File: config.mk
export PLATFORM = sky130hd
export DESIGN_NAME = mp3_header_parser
export DESIGN_NICKNAME = d
export VERILOG_FILES = /design/src/rtl/mp3_header_parser.sv
export SDC_FILE = /design/constraint.sdc
export NUM_CORES = 1
export LEC_CHECK = 0
export BUFFER_PORTS_ARGS = -buffer_cell sky130_fd_sc_hd__buf_2
export CELL_PAD_IN_SITES_DETAIL_PLACEMENT = 2
export CELL_PAD_IN_SITES_GLOBAL_PLACEMENT = 2
export CORE_ASPECT_RATIO = 1.5
export CORE_MARGIN = 2
export CORE_UTILIZATION = 40
export CTS_CLUSTER_DIAMETER = 60
export DETAILED_ROUTE_END_ITERATION = 12
export PLACE_DENSITY = 0.93
export SYNTH_ARGS = -nofsm -noshare
export SYNTH_HDL_FRONTEND = slang
export SYNTH_SLANG_ARGS = --single-unit
File: constraint.sdc
create_clock -name clk -period 5.2 [get_ports clk]
set_clock_uncertainty 0.05 [all_clocks]
set_input_delay 0.26 -clock clk [delete_from_list [all_inputs] [get_ports clk]]
set_output_delay 0.26 -clock clk [all_outputs]
set_load 0.02 [all_outputs]
File: src/rtl/mp3_header_parser.sv
// mp3_header_parser
// Collects the four MPEG-1 Layer III header bytes, validates them and returns
// frame-delineation fields. Frame length is 144000*kbps/rate (+padding), and
// it is computed with a 26-step restoring divider.
// Optional feature macro: MP3_HDR_CHECK_EN (header validity checks and hdr_err).
// Without the macro every header is accepted and hdr_err stays low.

module mp3_header_parser (
    input  logic        clk,
    input  logic        rst_n,
    input  logic        hdr_iv,
    input  logic [7:0]  hdr_din,
    output logic        header_iv,
    output logic        hdr_err,
    output logic [1:0]  mode,
    output logic        prot,
    output logic        padding,
    output logic [3:0]  bitrate_idx,
    output logic [1:0]  samp_idx,
    output logic [10:0] frame_size,
    output logic        busy
);

    typedef enum logic [2:0] {
        ST_IDLE    = 3'd0,
        ST_COLLECT = 3'd1,
        ST_DECODE  = 3'd2,
        ST_DIVIDE  = 3'd3,
        ST_DONE    = 3'd4
    } state_t;

    // Bitrate index to kbps; reserved indices 0 and 15 map to 32 so the
    // divider datapath always has a sensible numerator.
    function automatic logic [8:0] kbps_lookup(input logic [3:0] idx);
        logic [8:0] kbps;
        case (idx)
            4'd1:    kbps = 9'd32;
            4'd2:    kbps = 9'd40;
            4'd3:    kbps = 9'd48;
            4'd4:    kbps = 9'd56;
            4'd5:    kbps = 9'd64;
            4'd6:    kbps = 9'd80;
            4'd7:    kbps = 9'd96;
            4'd8:    kbps = 9'd112;
            4'd9:    kbps = 9'd128;
            4'd10:   kbps = 9'd160;
            4'd11:   kbps = 9'd192;
            4'd12:   kbps = 9'd224;
            4'd13:   kbps = 9'd256;
            4'd14:   kbps = 9'd320;
            default: kbps = 9'd32;
        endcase
        return kbps;
    endfunction

    // Sample-rate index to Hz; reserved index 3 maps to 44100 so the divisor
    // is never zero.
    function automatic logic [16:0] rate_lookup(input logic [1:0] idx);
        logic [16:0] rate;
        case (idx)
            2'd1:    rate = 17'd48000;
            2'd2:    rate = 17'd32000;
            default: rate = 17'd44100;
        endcase
        return rate;
    endfunction

`ifdef MP3_HDR_CHECK_EN
    // Sync word, MPEG-1, Layer III, and no reserved bitrate/sample-rate codes.
    function automatic logic hdr_valid(input logic [31:0] h);
        return (h[31:21] == 11'h7FF) &&
               (h[20:19] == 2'b11)   &&
               (h[18:17] == 2'b01)   &&
               (h[15:12] != 4'd0)    &&
               (h[15:12] != 4'd15)   &&
               (h[11:10] != 2'b11);
    endfunction
`endif

    state_t      state_q;
    logic [1:0]  cnt_q;
    logic [31:0] hdr_q;
    logic [25:0] num_q;      // dividend shifts out the top, quotient shifts in
    logic [17:0] rem_q;
    logic [16:0] div_q;
    logic [4:0]  bit_cnt_q;

    logic        header_iv_q;
    logic        hdr_err_q;
    logic [1:0]  mode_q;
    logic        prot_q;
    logic        padding_q;
    logic [3:0]  bitrate_idx_q;
    logic [1:0]  samp_idx_q;
    logic [10:0] frame_size_q;
    logic        busy_q;

    logic        hdr_ok_s;
    logic [8:0]  kbps_s;
    logic [16:0] rate_s;
    logic [25:0] num_load_s;
    logic [17:0] rem_shift_s;
    logic [18:0] diff_s;
    logic        qbit_s;
    logic [17:0] rem_d;
    logic        unused_bits_s;

`ifdef MP3_HDR_CHECK_EN
    assign hdr_ok_s = hdr_valid(hdr_q);
`else
    assign hdr_ok_s = 1'b1;
`endif

    assign kbps_s     = kbps_lookup(hdr_q[15:12]);
    assign rate_s     = rate_lookup(hdr_q[11:10]);
    assign num_load_s = {17'd0, kbps_s} * 26'd144000;

    // Header fields not carried to outputs and quotient bits that are always zero.
    assign unused_bits_s = ^{hdr_q[31:16], hdr_q[5:0], num_q[25:11]};

    // One restoring-division step: shift in next dividend bit, trial subtract.
    always_comb begin
        rem_shift_s = {rem_q[16:0], num_q[25]};
        diff_s      = {1'b0, rem_shift_s} - {2'b00, div_q};
        qbit_s      = ~diff_s[18];
        if (qbit_s) begin
            rem_d = diff_s[17:0];
        end else begin
            rem_d = rem_shift_s;
        end
    end

    // Control FSM with datapath and registered outputs.
    always_ff @(posedge clk or negedge rst_n) begin
        if (!rst_n) begin
            state_q       <= ST_IDLE;
            cnt_q         <= 2'd0;
            hdr_q         <= 32'd0;
            num_q         <= 26'd0;
            rem_q         <= 18'd0;
            div_q         <= 17'd0;
            bit_cnt_q     <= 5'd0;
            header_iv_q   <= 1'b0;
            hdr_err_q     <= 1'b0;
            mode_q        <= 2'b00;
            prot_q        <= 1'b1;
            padding_q     <= 1'b0;
            bitrate_idx_q <= 4'd0;
            samp_idx_q    <= 2'd0;
            frame_size_q  <= 11'd0;
            busy_q        <= 1'b0;
        end else begin
            header_iv_q <= 1'b0;
            hdr_err_q   <= 1'b0;
            case (state_q)
                ST_IDLE, ST_COLLECT: begin
                    if (hdr_iv) begin
                        hdr_q <= {hdr_q[23:0], hdr_din};
                        if (cnt_q == 2'd3) begin
                            cnt_q   <= 2'd0;
                            state_q <= ST_DECODE;
                            busy_q  <= 1'b1;
                        end else begin
                            cnt_q   <= cnt_q + 2'd1;
                            state_q <= ST_COLLECT;
                        end
                    end
                end
                ST_DECODE: begin
                    if (hdr_ok_s) begin
                        num_q     <= num_load_s;
                        div_q     <= rate_s;
                        rem_q     <= 18'd0;
                        bit_cnt_q <= 5'd0;
                        state_q   <= ST_DIVIDE;
                    end else begin
                        hdr_err_q <= 1'b1;
                        state_q   <= ST_IDLE;
                        busy_q    <= 1'b0;
                    end
                end
                ST_DIVIDE: begin
                    num_q <= {num_q[24:0], qbit_s};
                    rem_q <= rem_d;
                    if (bit_cnt_q == 5'd25) begin
                        state_q <= ST_DONE;
                    end else begin
                        bit_cnt_q <= bit_cnt_q + 5'd1;
                    end
                end
                ST_DONE: begin
                    frame_size_q  <= num_q[10:0] + {10'd0, hdr_q[9]};
                    mode_q        <= hdr_q[7:6];
                    prot_q        <= hdr_q[16];
                    padding_q     <= hdr_q[9];
                    bitrate_idx_q <= hdr_q[15:12];
                    samp_idx_q    <= hdr_q[11:10];
                    header_iv_q   <= 1'b1;
                    state_q       <= ST_IDLE;
                    busy_q        <= 1'b0;
                end
                default: begin
                    state_q <= ST_IDLE;
                    cnt_q   <= 2'd0;
                    busy_q  <= 1'b0;
                end
            endcase
        end
    end

    assign header_iv   = header_iv_q;
    assign hdr_err     = hdr_err_q;
    assign mode        = mode_q;
    assign prot        = prot_q;
    assign padding     = padding_q;
    assign bitrate_idx = bitrate_idx_q;
    assign samp_idx    = samp_idx_q;
    assign frame_size  = frame_size_q;
    assign busy        = busy_q;

endmodule

==> out/results.ini <==
[detailed_routing]
ant_nets = 0
drtPass1Iterations = 4
drc = 0
route.met2.wl_mm = 10.9
wl_met1_mm = 7.28
vias = 5146
routedWlPerCell_um = 22.5
drt_iter0_markers = 209
wl_mm = 19.5
routed_via_density = 5.96
top_layer_used = met4
wl_met3_um = 626

[critical_path]
cp_max_fo = 5
crit_path_start_kind = flop
cp.arrival_ns = 5.25
critPathCaptureType = flop
critical_path_required_ns = 5.44
critical_path_class = reg -> reg

[clock_tree]
cts_resized = 0
clkTransAtPathRegs_ns = 0.08
clock-root-buffer = clkbuf_16
cts_tree = built
cts_sinks = 100
postCtsSetupBuffers = 0
cts_made_buffers = 9
htree_levels = 3
clk_latency_ns = 0.35
cts_max_path_buffers = 2

[synth]
synth_cells = 641
synth_edf_count = 0
yosysUniqueCellTypes = 67
synth_nets = 719
synth-async-reset-ratio = 1.00
ys_warn_count = 0
ys_seq_elements = 100
syn_area_per_cell_um2 = 9.53
netlist_area_um2 = 6110
yosysSeqAreaShare = 0.410
synthFlopType = dfrtp_1

[outcome]
outcome = finished clean

[floorplanning]
die_h_um = 155
row_count = 55
coreArea_um2 = 15000
die_w_um = 105
io_pins = 35
die_area_um2 = 16300
initial_core_util = 0.407

[global_routing]
gr-total-overflow = 0
grt_pass1_vias = 5910
grt_util_all_layers = 0.248
grt_pass1_wl_mm = 31.8
grt_start_max_net_pins = 62
antenna_found_initial = 0

[timing]
rsz0062_at_grt = no
setup_violations = 0
max_slew_margin = 0.130
tightest_slew_ns = 1.30
hold_viol_final = 0
clock.fmax_mhz = 200
period_share = 0.963
setup_tns_ns = 0
slew_violations = 0
fin_crit_ns = 5.01

[placed_design]
place_hpwl_mm = 12.8
gp_congestion = 0.855
numPortBuffers = 33

[finish]
drive_above_1_share = 0.138
layout.nets = 738
diodes = 0
syn2layout_area_growth_pct = 10.1

[worst_hold_path]
hp-class = in -> reg

[job]
maxCapViolations = 0

==> Yosys cell counts (5+ instances only) <==
| cell type | number | area (um^2) |
|---|---|---|
| clkbuf_1 | 19 | 71.3 |
| o211ai_1 | 14 | 105 |
| a21o_1 | 5 | 37.5 |
| ha_1 | 62 | 776 |
| nand2_1 | 80 | 300 |
| nand4_1 | 12 | 75.1 |
| a21oi_1 | 36 | 180 |
| o21ai_0 | 38 | 190 |
| and3_1 | 7 | 43.8 |
| nor2_1 | 40 | 150 |
| dfrtp_1 | 99 | 2480 |
| o21a_1 | 5 | 37.5 |
| buf_2 | 5 | 25.0 |
| xor2_1 | 9 | 78.8 |
| fa_1 | 5 | 100 |
| nor3_1 | 12 | 60.1 |
| inv_1 | 40 | 150 |
| mux2_2 | 24 | 270 |
| xnor2_1 | 10 | 87.6 |
| nand3_1 | 38 | 190 |
| mux2i_1 | 9 | 90.1 |
==> registers in the layout, indices dropped and copies added, names as in the netlist <==
name         cells
busy             1
cnt_q            2
num_q           26
frame_size      11
bitrate_idx      4
padding          1
div_q            7
rem_q           17
hdr_q           17
bit_cnt_q        5
prot             1
header_iv        1
state_q          3
mode             2
samp_idx         2
==> layout make-up <==
type,count,area [um^2]
flip-flops and latches,100,2500
well taps,199,249
multi-input cells,469,3300
inverters,40,150
clock inverters,7,81.3
repair buffers,40,223
clock buffers,9,225
fillers,1636,8270
==> critical path, stage by stage, from the launching register on <==
cell and delay [ns]:
dfrtp_1 0.44, inv_1 0.14, ha_1 0.27, nand2b_1 0.22, o32ai_1 0.32, a21oi_1 0.08
buf_4 0.18, ha_1 0.32, ha_1 0.32, ha_1 0.33, ha_1 0.31, ha_1 0.24
inv_1 0.10, fa_1 0.24, nor2b_1 0.10, o31a_1 0.29, o211ai_1 0.24, a21oi_1 0.14
or4b_1 0.52, nand3_1 0.10
==> repair_timing <==
action	4_1_cts	5_1_grt
hold buffers	1	0
endpoints found under the setup margin	0	0
endpoints found under the hold margin	38	0
==> layout by cell type (no fill, tap or decap), types with 3 or more instances in the layout <==
cell / netlist / routed
a211oi_1: 4 / 4
a21o_1: 5 / 5
a21oi_1: 36 / 36
a22o_1: 3 / 3
a31oi_1: 3 / 3
a32oi_1: 4 / 4
and3_1: 7 / 7
buf_2: 5 / 32
buf_4: 1 / 7
clkbuf_16: 0 / 9
dfrtp_1: 99 / 99
fa_1: 5 / 5
ha_1: 62 / 62
inv_1: 40 / 40
mux2_2: 24 / 24
mux2i_1: 9 / 9
nand2_1: 80 / 80
nand2b_1: 3 / 3
nand3_1: 38 / 38
nand4_1: 12 / 12
nor2_1: 40 / 40
nor2b_1: 4 / 4
nor3_1: 12 / 11
o211ai_1: 14 / 14
o21a_1: 5 / 5
o21ai_0: 38 / 38
o311ai_1: 3 / 3
xnor2_1: 10 / 10
xor2_1: 9 / 9
==> worst paths after layout <==
kind / from / endpoint / slack (ns) / depth (start not counted)
worst min register to register: hdr_q[3] / hdr_q[11] / 0.44 / 2
max in group asynchronous: rst_n / num_q[24] / 3.53 / 3
worst min-delay path: hdr_din[3] / hdr_q[3] / 0.09 / 2
min in group asynchronous: rst_n / hdr_q[9] / 0.36 / 2
worst max register to register: hdr_q[12] / num_q[25] / 0.19 / 19
worst max-delay path: hdr_q[12] / num_q[25] / 0.19 / 19
==> per-layer routing <==
metal | vias up | track usage
met5 | - | 0
met2 | 135 | 0.477
li1 | 2296 | -
met3 | 55 | 0.0360
met1 | 2660 | 0.266
met4 | 0 | 0.104
==> through the flow <==
step	setup slack (ns)	hold WS [ns]	cell area, um^2	cells	util
detailed placement	0.502	0.222	6410	847	0.427
global placement	0.827	0.208	6410	847	0.427
floorplan	0.948	-0.0856	6110	641	-
finish	0.191	0.0858	6730	864	0.449
global route	0.0103	0.0859	6730	864	0.449
CTS	0.240	0.0804	6730	864	0.449
==> kinds of logic after synthesis <==
logic type,synth area share
XOR/XNOR,0.0272
other,0.000614
AND/OR/NAND/NOR,0.162
flip-flops,0.410
buffers and inverters,0.0514
adder cells (fa/ha/maj),0.143
multiplexers,0.0590
AO/OA/AOI/OAI,0.147
Power is left out: the tool's default activity adds up to more than one toggle a clock period on the data nets, which glitch-free logic cannot reach.
